### src/rtl/baud_rate_generator_frac.sv
`default_nettype none
// ============================================================================
//  Module      : baud_rate_generator_frac
//  Description : Fractional baud rate generator with runtime 16x/8x
//                oversampling. A phase accumulator stretches the oversample
//                period by one clock whenever the fractional part overflows,
//                so the mean ov period is D + 1 + F/2^FRAC_WIDTH clocks.
//                Produces the oversample tick, the bit-rate tick and a
//                mid-bit strobe. Divisor/mode writes go to a shadow set and
//                become active only on a bit boundary or while disabled.
//
//  Ports       : clk_i          system clock
//                rst_n_i        synchronous active-low reset
//                enable_i       1 = run, 0 = counters held at zero
//                load_i         strobe: capture divisor_i/frac_i/ovs8_i
//                divisor_i      integer divisor D
//                frac_i         fractional divisor F
//                ovs8_i         0 = 16x oversampling, 1 = 8x
//                ov_tick_o      oversample-rate pulse
//                baud_tick_o    bit-rate pulse (last ov tick of a bit)
//                mid_bit_o      pulse on the mid-bit ov tick
//                ovs_cnt_o      oversample index within the current bit
//                cfg_pending_o  shadow config captured but not yet active
//
//  Revision    : 1.0  initial release
// ============================================================================
module baud_rate_generator_frac #(
    parameter int unsigned DVSR_WIDTH = 16,
    parameter int unsigned FRAC_WIDTH = 4
) (
    input  logic                  clk_i,
    input  logic                  rst_n_i,
    input  logic                  enable_i,
    input  logic                  load_i,
    input  logic [DVSR_WIDTH-1:0] divisor_i,
    input  logic [FRAC_WIDTH-1:0] frac_i,
    input  logic                  ovs8_i,
    output logic                  ov_tick_o,
    output logic                  baud_tick_o,
    output logic                  mid_bit_o,
    output logic [3:0]            ovs_cnt_o,
    output logic                  cfg_pending_o
);

    // The period counter is one bit wider than the divisor: with D all-ones
    // and a fractional carry the terminal count is 2^DVSR_WIDTH.
    localparam int unsigned           c_CNT_W   = DVSR_WIDTH + 1;
    localparam logic [c_CNT_W-1:0]    c_CNT_ONE = {{DVSR_WIDTH{1'b0}}, 1'b1};
    localparam logic [3:0]            c_LAST16  = 4'd15;
    localparam logic [3:0]            c_LAST8   = 4'd7;
    localparam logic [3:0]            c_MID16   = 4'd7;
    localparam logic [3:0]            c_MID8    = 4'd3;

    logic [c_CNT_W-1:0]    r_cnt;
    logic [FRAC_WIDTH-1:0] r_acc;
    logic [3:0]            r_ovs_cnt;
    logic [DVSR_WIDTH-1:0] r_act_d;
    logic [FRAC_WIDTH-1:0] r_act_f;
    logic                  r_act_ovs8;
    logic [DVSR_WIDTH-1:0] r_shd_d;
    logic [FRAC_WIDTH-1:0] r_shd_f;
    logic                  r_shd_ovs8;
    logic                  r_pending;

    logic [FRAC_WIDTH:0]   w_frac_sum;
    logic                  w_ext;
    logic [c_CNT_W-1:0]    w_term;
    logic [3:0]            w_ovs_last;
    logic [3:0]            w_ovs_mid;
    logic                  w_ov_tick;
    logic                  w_baud_tick;
    logic                  w_mid_bit;
    logic                  w_apply;

    // The carry that the accumulator will produce at the end of this period
    // decides whether this period is one clock longer.
    assign w_frac_sum  = {1'b0, r_acc} + {1'b0, r_act_f};
    assign w_ext       = w_frac_sum[FRAC_WIDTH];
    assign w_term      = {1'b0, r_act_d} + {{DVSR_WIDTH{1'b0}}, w_ext};

    assign w_ovs_last  = r_act_ovs8 ? c_LAST8 : c_LAST16;
    assign w_ovs_mid   = r_act_ovs8 ? c_MID8  : c_MID16;

    // Gated by reset and enable so that a zero terminal count (D=0, cnt=0)
    // cannot leak a tick while held idle or in reset.
    assign w_ov_tick   = rst_n_i & enable_i & (r_cnt == w_term);
    assign w_baud_tick = w_ov_tick & (r_ovs_cnt == w_ovs_last);
    assign w_mid_bit   = w_ov_tick & (r_ovs_cnt == w_ovs_mid);

    // Shadow config may only become active where no period is in flight.
    assign w_apply     = ~enable_i | w_baud_tick;

    always_ff @(posedge clk_i) begin
        if (!rst_n_i) begin
            r_cnt      <= '0;
            r_acc      <= '0;
            r_ovs_cnt  <= '0;
            r_act_d    <= '0;
            r_act_f    <= '0;
            r_act_ovs8 <= 1'b0;
            r_shd_d    <= '0;
            r_shd_f    <= '0;
            r_shd_ovs8 <= 1'b0;
            r_pending  <= 1'b0;
        end else begin
            if (!enable_i) begin
                r_cnt     <= '0;
                r_acc     <= '0;
                r_ovs_cnt <= '0;
            end else if (w_ov_tick) begin
                r_cnt     <= '0;
                r_acc     <= w_frac_sum[FRAC_WIDTH-1:0];
                // ">=" also recovers an out-of-range index without a baud tick
                r_ovs_cnt <= (r_ovs_cnt >= w_ovs_last) ? 4'd0 : r_ovs_cnt + 4'd1;
            end else begin
                r_cnt     <= r_cnt + c_CNT_ONE;
            end

            if (w_apply) begin
                r_act_d    <= r_shd_d;
                r_act_f    <= r_shd_f;
                r_act_ovs8 <= r_shd_ovs8;
            end

            // A load coinciding with an apply lands in the shadow only and
            // stays pending until the following boundary.
            if (load_i) begin
                r_shd_d    <= divisor_i;
                r_shd_f    <= frac_i;
                r_shd_ovs8 <= ovs8_i;
                r_pending  <= 1'b1;
            end else if (w_apply) begin
                r_pending  <= 1'b0;
            end
        end
    end

    assign ov_tick_o     = w_ov_tick;
    assign baud_tick_o   = w_baud_tick;
    assign mid_bit_o     = w_mid_bit;
    assign ovs_cnt_o     = r_ovs_cnt;
    assign cfg_pending_o = r_pending;

endmodule
`default_nettype wire
### config.mk
export PLATFORM = sky130hd
export DESIGN_NAME = baud_rate_generator_frac
export DESIGN_NICKNAME = d
export VERILOG_FILES = /design/src/rtl/baud_rate_generator_frac.sv
export SDC_FILE = /design/constraint.sdc
export NUM_CORES = 1
export LEC_CHECK = 0
export ABC_AREA = 1
export BUFFER_PORTS_ARGS = -buffer_cell sky130_fd_sc_hd__buf_2
export CAP_MARGIN = 20
export CORE_ASPECT_RATIO = 1.2
export CORE_MARGIN = 5
export CORE_UTILIZATION = 59
export CTS_CLUSTER_SIZE = 14
export DETAILED_ROUTE_END_ITERATION = 8
export GPL_TIMING_DRIVEN = 0
export PLACE_DENSITY = 0.79
export SYNTH_ARGS = -nofsm -noshare
export SYNTH_HDL_FRONTEND = slang
export SYNTH_SLANG_ARGS = --single-unit
### constraint.sdc
create_clock -name clk_i -period 4.4 [get_ports clk_i]
set_input_delay 0.88 -clock clk_i [delete_from_list [all_inputs] [get_ports clk_i]]
set_output_delay 0.88 -clock clk_i [all_outputs]
set_load 0.01 [all_outputs]
### Word level (Yosys, flattened, before mapping)

Cells that the tools add are included.
W data, S select, Z words.

| cells by class | value |
|---|---|
| $lt $le $gt $ge | 1 |
| $add $sub $neg | 4 |
| bitwise logic cells | 7 |
| eq/ne operators | 3 |
| multiplexer cells | 5 |
| reduce and logical (&&, ||, !) cells | 3 |

Operators with widths:

| cell | number |
|---|---|
| $add A16 B1 Y17 | 1 |
| $add A17 B1 Y17 const B | 1 |
| $eq A17 B17 Y1 | 1 |
| $mux W4 | 2 |
| $add A4 B4 Y5 | 1 |
| $add A4 B1 Y4 const B | 1 |
| $and A1 B1 Y1 | 4 |
| $eq A4 B3 Y1 | 1 |
| $eq A4 B4 Y1 | 1 |
| $ge A4 B4 Y1 | 1 |
| $mux W3 | 1 |
| $reduce_or A3 Y1 | 1 |
| $mux W1 | 2 |
| $not A1 Y1 | 2 |
| $reduce_and A2 Y1 | 1 |
| $reduce_bool A2 Y1 | 1 |
| $or A1 B1 Y1 | 1 |

| storage, ports and cells | value |
|---|---|
| flip-flop bits (word level) | 68 |
| output and inout port bits | 8 |
| logic and storage cells | 33 |
| bits of input ports | 25 |

### Depth between registers and ports, before layout

Gate-level depths: netlist (run 1).

| logic depth | value |
|---|---|
| word-level depth | 8 |
| gate-level depth with buffers | 25 |
| gate-level depth less buffers | 24 |

### Worst setup path after synthesis (run 1)

OpenSTA, ideal clock, no wires.

| timing path | value |
|---|---|
| kind | register to output |
| start point | reg r_acc[0] |
| end point | out mid_bit_o |
| data required time | 3,520 ps |
| path slack | 696 ps |
| path buffers | 0 |
| cell stages (with the launch flop) | 21 |
| arrival time | 2,824 ps |
| cells stage by stage | dfxtp_1 -> ha_1 -> inv_1 -> fa_1 -> nor2_1 -> o21ai_0 -> nand2_1 -> ha_1 -> ha_1 -> nand2_1 -> nor2_4 -> nand3_1 -> o21ai_1 -> nand2_1 -> nor2_1 -> nand2_1 -> nor2_4 -> nand3_2 -> inv_2 -> nand2_1 -> nor2_1 |

| between the ends | value |
|---|---|
| cells in the longest elaborated chain, start to end | 5 |

RTL lines:

| item | line | text |
|---|---|---|
| from (decl) | 55 | `logic [FRAC_WIDTH-1:0] r_acc;` |
| from (signal assigned) | 112 | `r_acc <= w_frac_sum[FRAC_WIDTH-1:0];` |
| $add A4 B4 Y5 | 77 | `assign w_frac_sum = {1'b0, r_acc} + {1'b0, r_act_f};` |
| $add A16 B1 Y17 | 79 | `assign w_term = {1'b0, r_act_d} + {{DVSR_WIDTH{1'b0}}, w_ext};` |
| $eq A17 B17 Y1 | 86 | `assign w_ov_tick = rst_n_i & enable_i & (r_cnt == w_term);` |
| $and A1 B1 Y1 | 86 |  |
| named net ov_tick_o | 38 | `output logic ov_tick_o,` |
| $and A1 B1 Y1 | 88 | `assign w_mid_bit = w_ov_tick & (r_ovs_cnt == w_ovs_mid);` |
| to (decl) | 40 | `output logic mid_bit_o,` |

The timed path passes the listed nets, and every way through them passes these cells.

### Final worst setup path (run 1)

| timing path | value |
|---|---|
| start point | reg r_act_f[0] |
| end point | out mid_bit_o |

| between the ends | value |
|---|---|
| cells in the longest elaborated chain, start to end | 5 |

RTL lines:

| item | line | text |
|---|---|---|
| from (decl) | 58 | `logic [FRAC_WIDTH-1:0] r_act_f;` |
| from (signal assigned) | 121 | `r_act_f <= r_shd_f;` |
| $add A4 B4 Y5 | 77 |  |
| $add A16 B1 Y17 | 79 |  |
| $eq A17 B17 Y1 | 86 |  |
| $and A1 B1 Y1 | 86 |  |
| $and A1 B1 Y1 | 88 |  |

No other way between the ends.

==> results.json, run 1 <==
{
  "clock_buffers_created_by_tritoncts": 9,
  "synthToLayoutAreaGrowth_pct": 17.5,
  "synthesis.instances": 545,
  "die_w_um": 81.4,
  "ioPinCount": 33,
  "cp_common_cell": "sky130_fd_sc_hd__nand2_1",
  "first_global_vias": 3239,
  "effective_utilization_at_floorplan_pct": 60.0,
  "die-area_um2": 7790,
  "worstRegToRegCells": 23,
  "grt.total_usage_pct": 21.8,
  "grt_overflow": 0,
  "layout_worst_path_cycle_share_pct": 96.2,
  "post_synthesis_instance_area_um2": 3610,
  "result_of_the_run": "finished clean",
  "h_tree_levels": 3,
  "ys_top_cells_by_count": "120 x sky130_fd_sc_hd__nand2_1, 100 x sky130_fd_sc_hd__nor2_1, 68 x sky130_fd_sc_hd__dfxtp_1, 61 x sky130_fd_sc_hd__inv_1, 46 x sky130_fd_sc_hd__nand3_1",
  "cp_data_required_time_ns": 3.52,
  "yosys-top-cells-area": "sky130_fd_sc_hd__dfxtp_1 38%, sky130_fd_sc_hd__nand2_1 12%, sky130_fd_sc_hd__nor2_1 10%, sky130_fd_sc_hd__nand3_1 6.4%, sky130_fd_sc_hd__inv_1 6.3%",
  "filler_cell_count": 503,
  "power.static_leakage_uw": 0.00191,
  "clk_pin_slew_ns": 0.08,
  "slew_viol_final": 0,
  "maxSlewHeadroom_pct": 67.5,
  "final_cells": 684,
  "worstMarginPinSlew_ns": 0.487,
  "cp_num_buf_inv": 3,
  "cts.root.buffer_cell": "sky130_fd_sc_hd__clkbuf_8",
  "synthDominantCellAreaShare_pct": 37.7,
  "max_clock_freq_ghz": 0.236,
  "core_um2": 6010,
  "timing.hold.worst.start": "r_shd_d[8]",
  "whs_endpoint": "r_act_d[8]",
  "yosys_warns": 0,
  "crit_fanout": 7,
  "row_count": 31,
  "crit_path_cell_trace": "ha_4, inv_2, fa_2, nor2_4, o21ai_1, nand2_1, ha_4, ha_4, nand2_4, nor2_4, nand2_1, nand2_1, nand2_1, nor2_1, nand2_1, nor2_1, nand2_1, nor2_4, nand3_4, inv_4, nand2_2, nor2_1, buf_2",
  "finalCoreUtilization_pct": 70.6,
  "synth_flop_cell": "sky130_fd_sc_hd__dfxtp_1",
  "critical_path.max_stage_delay_ns": 0.37,
  "final_antenna_net_count": 0,
  "totalWireLength_um": 8130,
  "postCtsHoldBufs": 0,
  "worst_path_dominant_cell_family": "simple AND/OR/NAND/NOR gates",
  "grt_start_max_net_pins": 18,
  "worst_ir_drop_vdd_mv": 0.326,
  "reg2reg_from": "r_act_f[0]",
  "synth_enable_flop_cells": 0,
  "tritoncts": "yes",
  "cp_slowest_cell": "sky130_fd_sc_hd__dfxtp_4",
  "drive_gt1_share_pct": 15.3,
  "place_hpwl_um": 5790,
  "dieHeight_um": 95.7,
  "nNetsFinal": 632,
  "rr_endpoint": "r_act_d[4]",
  "place_inst": 657,
  "cp.arrival_ns": 3.35,
  "setup.worst_path.start_class": "register",
  "pwr_density_cell_nw_per_um2": 315,
  "r2r_setup_slack_ns": 0.96,
  "final_setup_viols": 0,
  "synth_async_sr_flop_share_pct": 0,
  "grt_setup_unrepaired": "true",
  "synth_most_common_cell": "sky130_fd_sc_hd__nand2_1",
  "clock-sinks": 68,
  "postSynthNetCount": 580,
  "worst_skew_pair.late_latency_ns": 0.36,
  "post-route-drc-count": 0,
  "routed_via_density": 5.07,
  "setup.worst_path.end_class": "output pin",
  "timing.max_cap.violations": 0,
  "postSynthAreaPerCell_um2": 6.62,
  "antenna_violations_before_repair": 0,
  "totalPowerFinal_uw": 1340,
  "fin_worst_skew_ns": 0.0103,
  "final-hold-violation-count": 0,
  "synth.distinct_cells": 31,
  "timing.final.crit_period_ns": 4.23,
  "final.setup.worst_slack_ns": 0.167,
  "cp-startpoint": "r_act_f[0]",
  "drt-pass1-iter-count": 4,
  "fin_worst_hold_slack_ns": 0.482,
  "post-place-ws_ns": 0.241,
  "seq_cells_post_synth": 68,
  "hold_path_depth": 2,
  "antennaDiodeCount": 0,
  "clock_tree.buffer_depth": 2,
  "globalplace.congestion": 0.887,
  "netlist.top_cell.by_area": "sky130_fd_sc_hd__dfxtp_1",
  "hold_class": "reg -> reg",
  "via_count": 3468,
  "synth.yosys.seq_area_share_pct": 37.7,
  "global_route_wire_length_before_repair_um": 13500,
  "drt-initial-drc-count": 195,
  "number_of_input_and_output_port_buffers_inserted": 30,
  "post_drt_wl_per_cell_um": 11.9,
  "crit_type": "reg -> out"
}
-- layer usage --
| metal | up-vias | wire length [um] | GRT usage, % |
|---|---|---|---|
| met2 | 63 | 3870 | 38.2 |
| met1 | 1563 | 3760 | 26.3 |
| li1 | 1828 | - | - |
| met5 | - | 0 | 0 |
| met4 | 0 | 197 | 9.15 |
| met3 | 14 | 309 | 3.31 |
-- report_power, final --
part           leakage, uW  switching, uW  internal, uW  total, uW
Combinational      0.00125           83.7          54.9        139
Clock            0.0000975            265           268        532
Sequential        0.000560           22.6           643        665
Total              0.00191            371           965       1340
-- registers in the layout, summed over array words and instances (netlist names) --
signal,cells
r_act_ovs8,1
r_shd_ovs8,1
cfg_pending_o,1
r_shd_d,16
r_act_f,4
r_shd_f,4
r_acc,4
ovs_cnt_o,4
r_act_d,16
r_cnt,17
-- area by class of cell --
cell class	count	area (um2)	area share (%)
Sequential cell	68	1370	32.2
Inverter	66	250	5.90
Clock inverter	6	72.6	1.71
Tap cell	82	103	2.42
Clock buffer	10	128	3.01
Buffer	20	85.1	2.01
Timing Repair Buffer	42	240	5.66
Multi-Input combinational cell	390	2000	47.1
-- worst max path at each step --
stage             endpoint  cells past startpoint
4_1_cts          mid_bit_o                     21
5_1_grt          mid_bit_o                     23
6_report         mid_bit_o                     23
3_5_place_dp   baud_tick_o                     20
3_3_place_gp     mid_bit_o                     21
2_1_floorplan    mid_bit_o                     20
-- placed cells by master, fill, tap and decap left out, types with 3 or more instances in the layout --
| cell | instances |
|---|---|
| sky130_fd_sc_hd__nand3_2 | 3 |
| sky130_fd_sc_hd__or2_2 | 4 |
| sky130_fd_sc_hd__buf_2 | 35 |
| sky130_fd_sc_hd__nor3_1 | 4 |
| sky130_fd_sc_hd__buf_4 | 13 |
| sky130_fd_sc_hd__o21ai_0 | 26 |
| sky130_fd_sc_hd__dfxtp_1 | 66 |
| sky130_fd_sc_hd__inv_1 | 60 |
| sky130_fd_sc_hd__buf_1 | 3 |
| sky130_fd_sc_hd__a21oi_1 | 33 |
| sky130_fd_sc_hd__xor2_1 | 13 |
| sky130_fd_sc_hd__nand4_1 | 8 |
| sky130_fd_sc_hd__inv_2 | 3 |
| sky130_fd_sc_hd__nor2_4 | 7 |
| sky130_fd_sc_hd__nand3_1 | 44 |
| sky130_fd_sc_hd__nor2_1 | 98 |
| sky130_fd_sc_hd__xnor2_1 | 5 |
| sky130_fd_sc_hd__clkbuf_8 | 9 |
| sky130_fd_sc_hd__o21ai_1 | 5 |
| sky130_fd_sc_hd__nand2_1 | 118 |
| sky130_fd_sc_hd__ha_4 | 3 |
| sky130_fd_sc_hd__ha_1 | 6 |
| sky130_fd_sc_hd__clkbuf_1 | 12 |
-- logic make-up (layout without fill, tap and decap cells) --
group | count (synthesis) | count (layout) | synth area share [%]
AND/OR/NAND/NOR | 295 | 295 | 35.4
buffers and inverters | 87 | 144 | 9.36
flip-flops | 68 | 68 | 37.7
AO/OA/AOI/OAI | 67 | 67 | 9.46
XOR/XNOR | 18 | 18 | 4.37
adder cells (fa/ha/maj) | 10 | 10 | 3.67
-- stage by stage --
| step | cell area [um2] | TNS [ns] |
|---|---|---|
| finish | 4240 | 0 |
| floorplan | 3610 | 0 |
| global placement | 3860 | 0 |
| detailed placement | 3860 | 0 |
| CTS | 4080 | 0 |
| global route | 4240 | -0.148 |
-- worst min-delay path: stages (launching register included) --
cell and delay [ns]:
sky130_fd_sc_hd__dfxtp_1 0.33, sky130_fd_sc_hd__a21oi_1 0.04, sky130_fd_sc_hd__nor2_1 0.08
-- what timing repair did --
item,4_1_cts,5_1_grt
hold endpoints to repair,0,0
buffers inserted,0,12
pin swaps,1,15
gates resized for setup,4,21
endpoints found under the setup margin,3,3
No activity file was read; power rests on OpenSTA's default activity.
==> run 2: changes to the inputs <==
--- a/config.mk
+++ b/config.mk
@@ -6,15 +6,15 @@
 export NUM_CORES = 1
 export LEC_CHECK = 0
 export ABC_AREA = 1
-export BUFFER_PORTS_ARGS = -buffer_cell sky130_fd_sc_hd__buf_2
 export CAP_MARGIN = 20
 export CORE_ASPECT_RATIO = 1.2
 export CORE_MARGIN = 5
-export CORE_UTILIZATION = 59
+export CORE_UTILIZATION = 60
 export CTS_CLUSTER_SIZE = 14
 export DETAILED_ROUTE_END_ITERATION = 8
+export DONT_BUFFER_PORTS = 1
 export GPL_TIMING_DRIVEN = 0
-export PLACE_DENSITY = 0.79
+export PLACE_DENSITY = 0.76
 export SYNTH_ARGS = -nofsm -noshare
 export SYNTH_HDL_FRONTEND = slang
 export SYNTH_SLANG_ARGS = --single-unit
==> constraint.sdc (replaced) <==
create_clock -name clk_i -period 3.95 [get_ports clk_i]
set_input_delay 0.79 -clock clk_i [delete_from_list [all_inputs] [get_ports clk_i]]
set_output_delay 0.79 -clock clk_i [all_outputs]
set_load 0.01 [all_outputs]
==> results.json, run 2 (synthesis results as in run 1) <==
{
  "grt_overflow": 0,
  "die-area_um2": 7670,
  "dieHeight_um": 95.0,
  "routed_via_density": 5.20,
  "grt_setup_unrepaired": "true",
  "clock_buffers_created_by_tritoncts": 9,
  "nNetsFinal": 599,
  "layout.cells.most_common": "sky130_fd_sc_hd__nand2_1",
  "timing.max_cap.violations": 0,
  "switching_share_pct": 24.0,
  "crit_fanout": 7,
  "fin_tns_setup_ns": 0,
  "number_of_input_and_output_port_buffers_inserted": 0,
  "r2r_setup_slack_ns": 0.46,
  "totalWireLength_um": 8260,
  "final_setup_viols": 0,
  "whs_endpoint": "r_cnt[0]",
  "timing.hold.worst.start": "r_cnt[0]",
  "power.static_leakage_uw": 0.00182,
  "clock_tree.buffer_depth": 2,
  "worstRegToRegCells": 25,
  "max_clock_freq_ghz": 0.253,
  "final_antenna_net_count": 0,
  "tritoncts": "yes",
  "drt-initial-drc-count": 165,
  "largest_register_ffs": 17,
  "first_global_vias": 3223,
  "rr_endpoint": "r_act_ovs8",
  "antennaDiodeCount": 0,
  "cts.root.buffer_cell": "sky130_fd_sc_hd__clkbuf_8",
  "core_um2": 5930,
  "h_tree_levels": 3,
  "comb_power_share_pct": 8.9,
  "p_int_uw": 1250,
  "post_drt_wl_per_cell_um": 12.7,
  "ioPinCount": 33,
  "cp.arrival_ns": 3.16,
  "slew_viol_final": 0,
  "totalPowerFinal_uw": 1650,
  "setup.worst_path.start_class": "register",
  "worstMarginPinSlew_ns": 0.470,
  "via_count": 3381,
  "post-route-drc-count": 0,
  "cp_data_required_time_ns": 3.16,
  "clock-sinks": 68,
  "synthToLayoutAreaGrowth_pct": 14.9,
  "setup.worst_path.end_class": "output pin",
  "part_of_the_power_in_the_clock_network_pct": 46.2,
  "effective_utilization_at_floorplan_pct": 60.8,
  "row_count": 31,
  "layout_worst_path_cycle_share_pct": 99.9,
  "global_route_wire_length_before_repair_um": 14000,
  "result_of_the_run": "finished clean",
  "clk_pin_slew_ns": 0.08,
  "netSwitchingPower_uw": 396,
  "grt.total_usage_pct": 23.2,
  "crit_type": "reg -> out",
  "hold_path_depth": 1,
  "pwr_density_cell_nw_per_um2": 397,
  "hold_class": "reg -> reg",
  "worst_ir_drop_vdd_mv": 0.314,
  "reg_top3": "r_cnt x17, r_act_d x16, r_shd_d x16",
  "fin_worst_hold_slack_ns": 0.482,
  "share_seq_of_total_power_pct": 45.0,
  "reg2reg_from": "r_acc[0]",
  "globalplace.congestion": 0.918,
  "place_hpwl_um": 5760,
  "fin_worst_skew_ns": 0.00721,
  "drt-pass1-iter-count": 6,
  "timing.final.crit_period_ns": 3.95,
  "worst_skew_pair.late_latency_ns": 0.34,
  "drive_gt1_share_pct": 10.7,
  "final_cell_mix": "118 x sky130_fd_sc_hd__nand2_1, 97 x sky130_fd_sc_hd__nor2_1, 66 x sky130_fd_sc_hd__dfxtp_1",
  "maxSlewHeadroom_pct": 68.7,
  "grt_start_max_net_pins": 17,
  "filler_cell_count": 515,
  "die_w_um": 80.8,
  "final-hold-violation-count": 0,
  "cp-startpoint": "r_acc[0]",
  "antenna_violations_before_repair": 0,
  "max_flop_register": "r_cnt"
}
run 2: worst max-delay path by stage:
stage	slack, ns	endpoint
after floorplan	0.34	mid_bit_o
after global placement	-0.07	mid_bit_o
after detailed placement	-0.11	mid_bit_o
after CTS	-0.05	mid_bit_o
after global routing	-0.21	mid_bit_o
final	0.002	mid_bit_o
run 2: repair_timing:
item                       CTS  global route
pin swaps                   11            16
buffers inserted             5             4
setup endpoints to repair    3             3
hold buffers                 0             0
gates resized for setup     24             6
run 2: power by group through the flow:
| stage | registers, uW | clock network (uW) | logic (uW) |
|---|---|---|---|
| final | 741 | 761 | 146 |
| after global routing | 745 | 795 | 170 |
| after CTS | 741 | 759 | 143 |
| after detailed placement | 755 | 0 | 135 |
| after global placement | 754 | 0 | 131 |
| after floorplan | 749 | 0 | 110 |
run 2: stage by stage:
stage	setup WS [ns]	instance area (um2)	util [%]	instances
floorplan	0.336	3610	-	545
global placement	-0.0660	3710	62.6	627
detailed placement	-0.112	3710	62.6	627
CTS	-0.0486	4090	69.0	646
global route	-0.212	4150	69.9	650
finish	0.00244	4150	69.9	650
run 2: per-layer routing:
layer / vias up / GRT usage (%) / part of all wire [%]
li1: 1759 / - / -
met1: 1521 / 28.9 / 45
met2: 86 / 39.8 / 49
met3: 15 / 4.39 / 3.4
met4: 0 / 8.03 / 2.1
met5: - / 0 / 0
run 2: worst max-delay path: stages, from the launching register on:
cell and delay, ns:
sky130_fd_sc_hd__dfxtp_2 0.36, sky130_fd_sc_hd__ha_4 0.14, sky130_fd_sc_hd__inv_2 0.03, sky130_fd_sc_hd__fa_2 0.36
sky130_fd_sc_hd__nor2_4 0.12, sky130_fd_sc_hd__o21ai_1 0.06, sky130_fd_sc_hd__nand2_1 0.10, sky130_fd_sc_hd__ha_4 0.16
sky130_fd_sc_hd__ha_4 0.15, sky130_fd_sc_hd__buf_4 0.11, sky130_fd_sc_hd__inv_1 0.03, sky130_fd_sc_hd__nand2_1 0.07
sky130_fd_sc_hd__nand3_1 0.09, sky130_fd_sc_hd__nand2_1 0.09, sky130_fd_sc_hd__nand2_1 0.06, sky130_fd_sc_hd__nor2_1 0.10
sky130_fd_sc_hd__nand2_1 0.05, sky130_fd_sc_hd__nor2_1 0.09, sky130_fd_sc_hd__nand2_1 0.09, sky130_fd_sc_hd__nor2_4 0.17
sky130_fd_sc_hd__nand3_4 0.13, sky130_fd_sc_hd__inv_8 0.10, sky130_fd_sc_hd__nand2_4 0.05, sky130_fd_sc_hd__nor2_4 0.10
run 2: final cells by class:
class / count / area (um2) / area share (%)
buffer: 20 / 85.1 / 2.05
inverter: 66 / 255 / 6.15
timing repair buffer: 9 / 71.3 / 1.72
sequential: 68 / 1370 / 32.9
multi-input combinational: 390 / 2010 / 48.4
clock inverter: 6 / 138 / 3.32
clock buffer: 9 / 124 / 2.99
tap: 82 / 103 / 2.47
==> run 3: changes to the inputs <==
--- a/config.mk
+++ b/config.mk
@@ -10,6 +10,7 @@
 export CORE_ASPECT_RATIO = 1.2
 export CORE_MARGIN = 5
 export CORE_UTILIZATION = 60
+export CTS_BUF_LIST = sky130_fd_sc_hd__clkbuf_16
 export CTS_CLUSTER_SIZE = 14
 export DETAILED_ROUTE_END_ITERATION = 8
 export DONT_BUFFER_PORTS = 1
==> results.json, run 3 (synthesis results as in run 1) <==
{
  "final_cells": 647,
  "post_drt_wl_per_cell_um": 12.9,
  "grt.total_usage_pct": 23.8,
  "worstMarginPinSlew_ns": 0.460,
  "rr_endpoint": "r_act_ovs8",
  "power.static_leakage_uw": 0.00185,
  "worst_skew_pair.late_latency_ns": 0.33,
  "grt_start_max_net_pins": 17,
  "die-area_um2": 7670,
  "place_inst": 627,
  "dieHeight_um": 95.0,
  "totalWireLength_um": 8350,
  "nNetsFinal": 596,
  "grt_overflow": 0,
  "routed_via_density": 5.15,
  "cp_data_required_time_ns": 3.16,
  "final-hold-violation-count": 0,
  "hold_class": "reg -> reg",
  "post-route-drc-count": 0,
  "layout_worst_path_cycle_share_pct": 100,
  "postCtsHoldBufs": 0,
  "drive_gt1_share_pct": 10.4,
  "crit_fanout": 7,
  "violations_in_the_final_reports": "negative setup slack",
  "cp.arrival_ns": 3.16,
  "number_of_input_and_output_port_buffers_inserted": 0,
  "grt_setup_unrepaired": "true",
  "final.setup.worst_slack_ns": -0.0000118,
  "via_count": 3334,
  "global_route_wire_length_before_repair_um": 14400,
  "pwr_density_cell_nw_per_um2": 440,
  "cts.root.buffer_cell": "sky130_fd_sc_hd__clkbuf_16",
  "place_hpwl_um": 5760,
  "fin_tns_setup_ns": -0.0000118,
  "setup.worst_path.start_class": "register",
  "reg_top3": "r_cnt x17, r_act_d x16, r_shd_d x16",
  "drt-initial-drc-count": 159,
  "tritoncts": "yes",
  "slew_viol_final": 0,
  "core_um2": 5930,
  "row_count": 31,
  "cp-startpoint": "r_acc[0]",
  "clk_pin_slew_ns": 0.06,
  "synthToLayoutAreaGrowth_pct": 17.3,
  "reg2reg_from": "r_acc[0]",
  "cp-endpoint": "mid_bit_o",
  "final_setup_viols": 1,
  "globalplace.congestion": 0.918,
  "worstRegToRegCells": 22,
  "worst_ir_drop_vdd_mv": 0.307,
  "clock_tree.buffer_depth": 2,
  "ioPinCount": 33,
  "r2r_setup_slack_ns": 0.44,
  "result_of_the_run": "complete, but fails checks",
  "final_cell_mix": "118 x sky130_fd_sc_hd__nand2_1, 97 x sky130_fd_sc_hd__nor2_1, 66 x sky130_fd_sc_hd__dfxtp_1",
  "fin_worst_skew_ns": 0.00683,
  "first_global_vias": 3294,
  "clock-sinks": 68,
  "clock_buffers_created_by_tritoncts": 9,
  "die_w_um": 80.8,
  "h_tree_levels": 3,
  "layout.cells.most_common": "sky130_fd_sc_hd__nand2_1",
  "timing.final.crit_period_ns": 3.95,
  "max_flop_register": "r_cnt",
  "antennaDiodeCount": 0,
  "largest_register_ffs": 17,
  "antenna_violations_before_repair": 0,
  "effective_utilization_at_floorplan_pct": 60.8,
  "maxSlewHeadroom_pct": 69.3,
  "drt-pass1-iter-count": 5,
  "crit_type": "reg -> out",
  "max_clock_freq_ghz": 0.253,
  "final_antenna_net_count": 0,
  "setup.worst_path.end_class": "output pin",
  "timing.max_cap.violations": 0
}
## run 3: per-stage QoR
stage,power [uW],area [um2],utilization [%],hold slack [ns],setup slack (ns)
floorplan,859,3610,-,0.430,0.336
global placement,885,3710,62.6,0.444,-0.0660
detailed placement,890,3710,62.6,0.461,-0.112
CTS,1860,4190,70.6,0.473,-0.0447
global route,1930,4240,71.4,0.489,-0.181
finish,1870,4240,71.4,0.476,-0.0000118
## run 3: power breakdown
group          leakage [uW]  internal [uW]  switching (uW)
combinational       0.00111           53.0            91.6
sequential         0.000560            717            24.9
clock              0.000176            679             300
total               0.00185           1450             417
## run 3: how the worst min path moves through the flow
stage | endpoint | cells after the start | slack [ns] | from
3_5_place_dp | r_cnt[0] | 1 | 0.46 | r_cnt[0]
4_1_cts | r_cnt[0] | 1 | 0.47 | r_cnt[0]
6_report | r_act_d[9] | 2 | 0.48 | r_shd_d[9]
2_1_floorplan | r_cnt[0] | 1 | 0.43 | r_cnt[0]
3_3_place_gp | r_cnt[0] | 1 | 0.44 | r_cnt[0]
5_1_grt | r_cnt[0] | 1 | 0.49 | r_cnt[0]
## run 3: layout make-up
type | instances | area (um2)
Multi-Input combinational cell | 390 | 2010
Fill cell | 489 | 1700
Sequential cell | 68 | 1370
Inverter | 66 | 255
Clock buffer | 9 | 225
Clock inverter | 6 | 138
Tap cell | 82 | 103
Buffer | 20 | 85.1
Timing Repair Buffer | 6 | 48.8
## run 3: routing by layer
layer | GRT usage (%) | part of all wire, %
met5 | 0 | 0
met4 | 10.4 | 1.7
met3 | 3.44 | 4.3
met2 | 41.0 | 50
met1 | 29.1 | 44
## run 3: critical path, cell delays in order (launching register included)
cell                      delay [ns]
sky130_fd_sc_hd__dfxtp_2        0.35
sky130_fd_sc_hd__ha_4           0.14
sky130_fd_sc_hd__inv_2          0.03
sky130_fd_sc_hd__fa_2           0.36
sky130_fd_sc_hd__nor2_4         0.12
sky130_fd_sc_hd__o21ai_1        0.06
sky130_fd_sc_hd__nand2_1        0.10
sky130_fd_sc_hd__ha_4           0.16
sky130_fd_sc_hd__ha_4           0.16
sky130_fd_sc_hd__nand2_4        0.06
sky130_fd_sc_hd__nor2_4         0.18
sky130_fd_sc_hd__nand3_2        0.13
sky130_fd_sc_hd__o21ai_2        0.14
sky130_fd_sc_hd__nand2_1        0.08
sky130_fd_sc_hd__nor2_1         0.09
sky130_fd_sc_hd__nand2_1        0.09
sky130_fd_sc_hd__nor2_4         0.19
sky130_fd_sc_hd__nand3_4        0.12
sky130_fd_sc_hd__inv_8          0.10
sky130_fd_sc_hd__nand2_4        0.05
sky130_fd_sc_hd__nor2_4         0.10
## run 3: repair_timing
action                     in CTS  in global routing
setup endpoints to repair       3                  3
pin swaps                      12                 16
setup buffers                   4                  2
gates cloned                    0                  0
gates resized for setup        25                  7
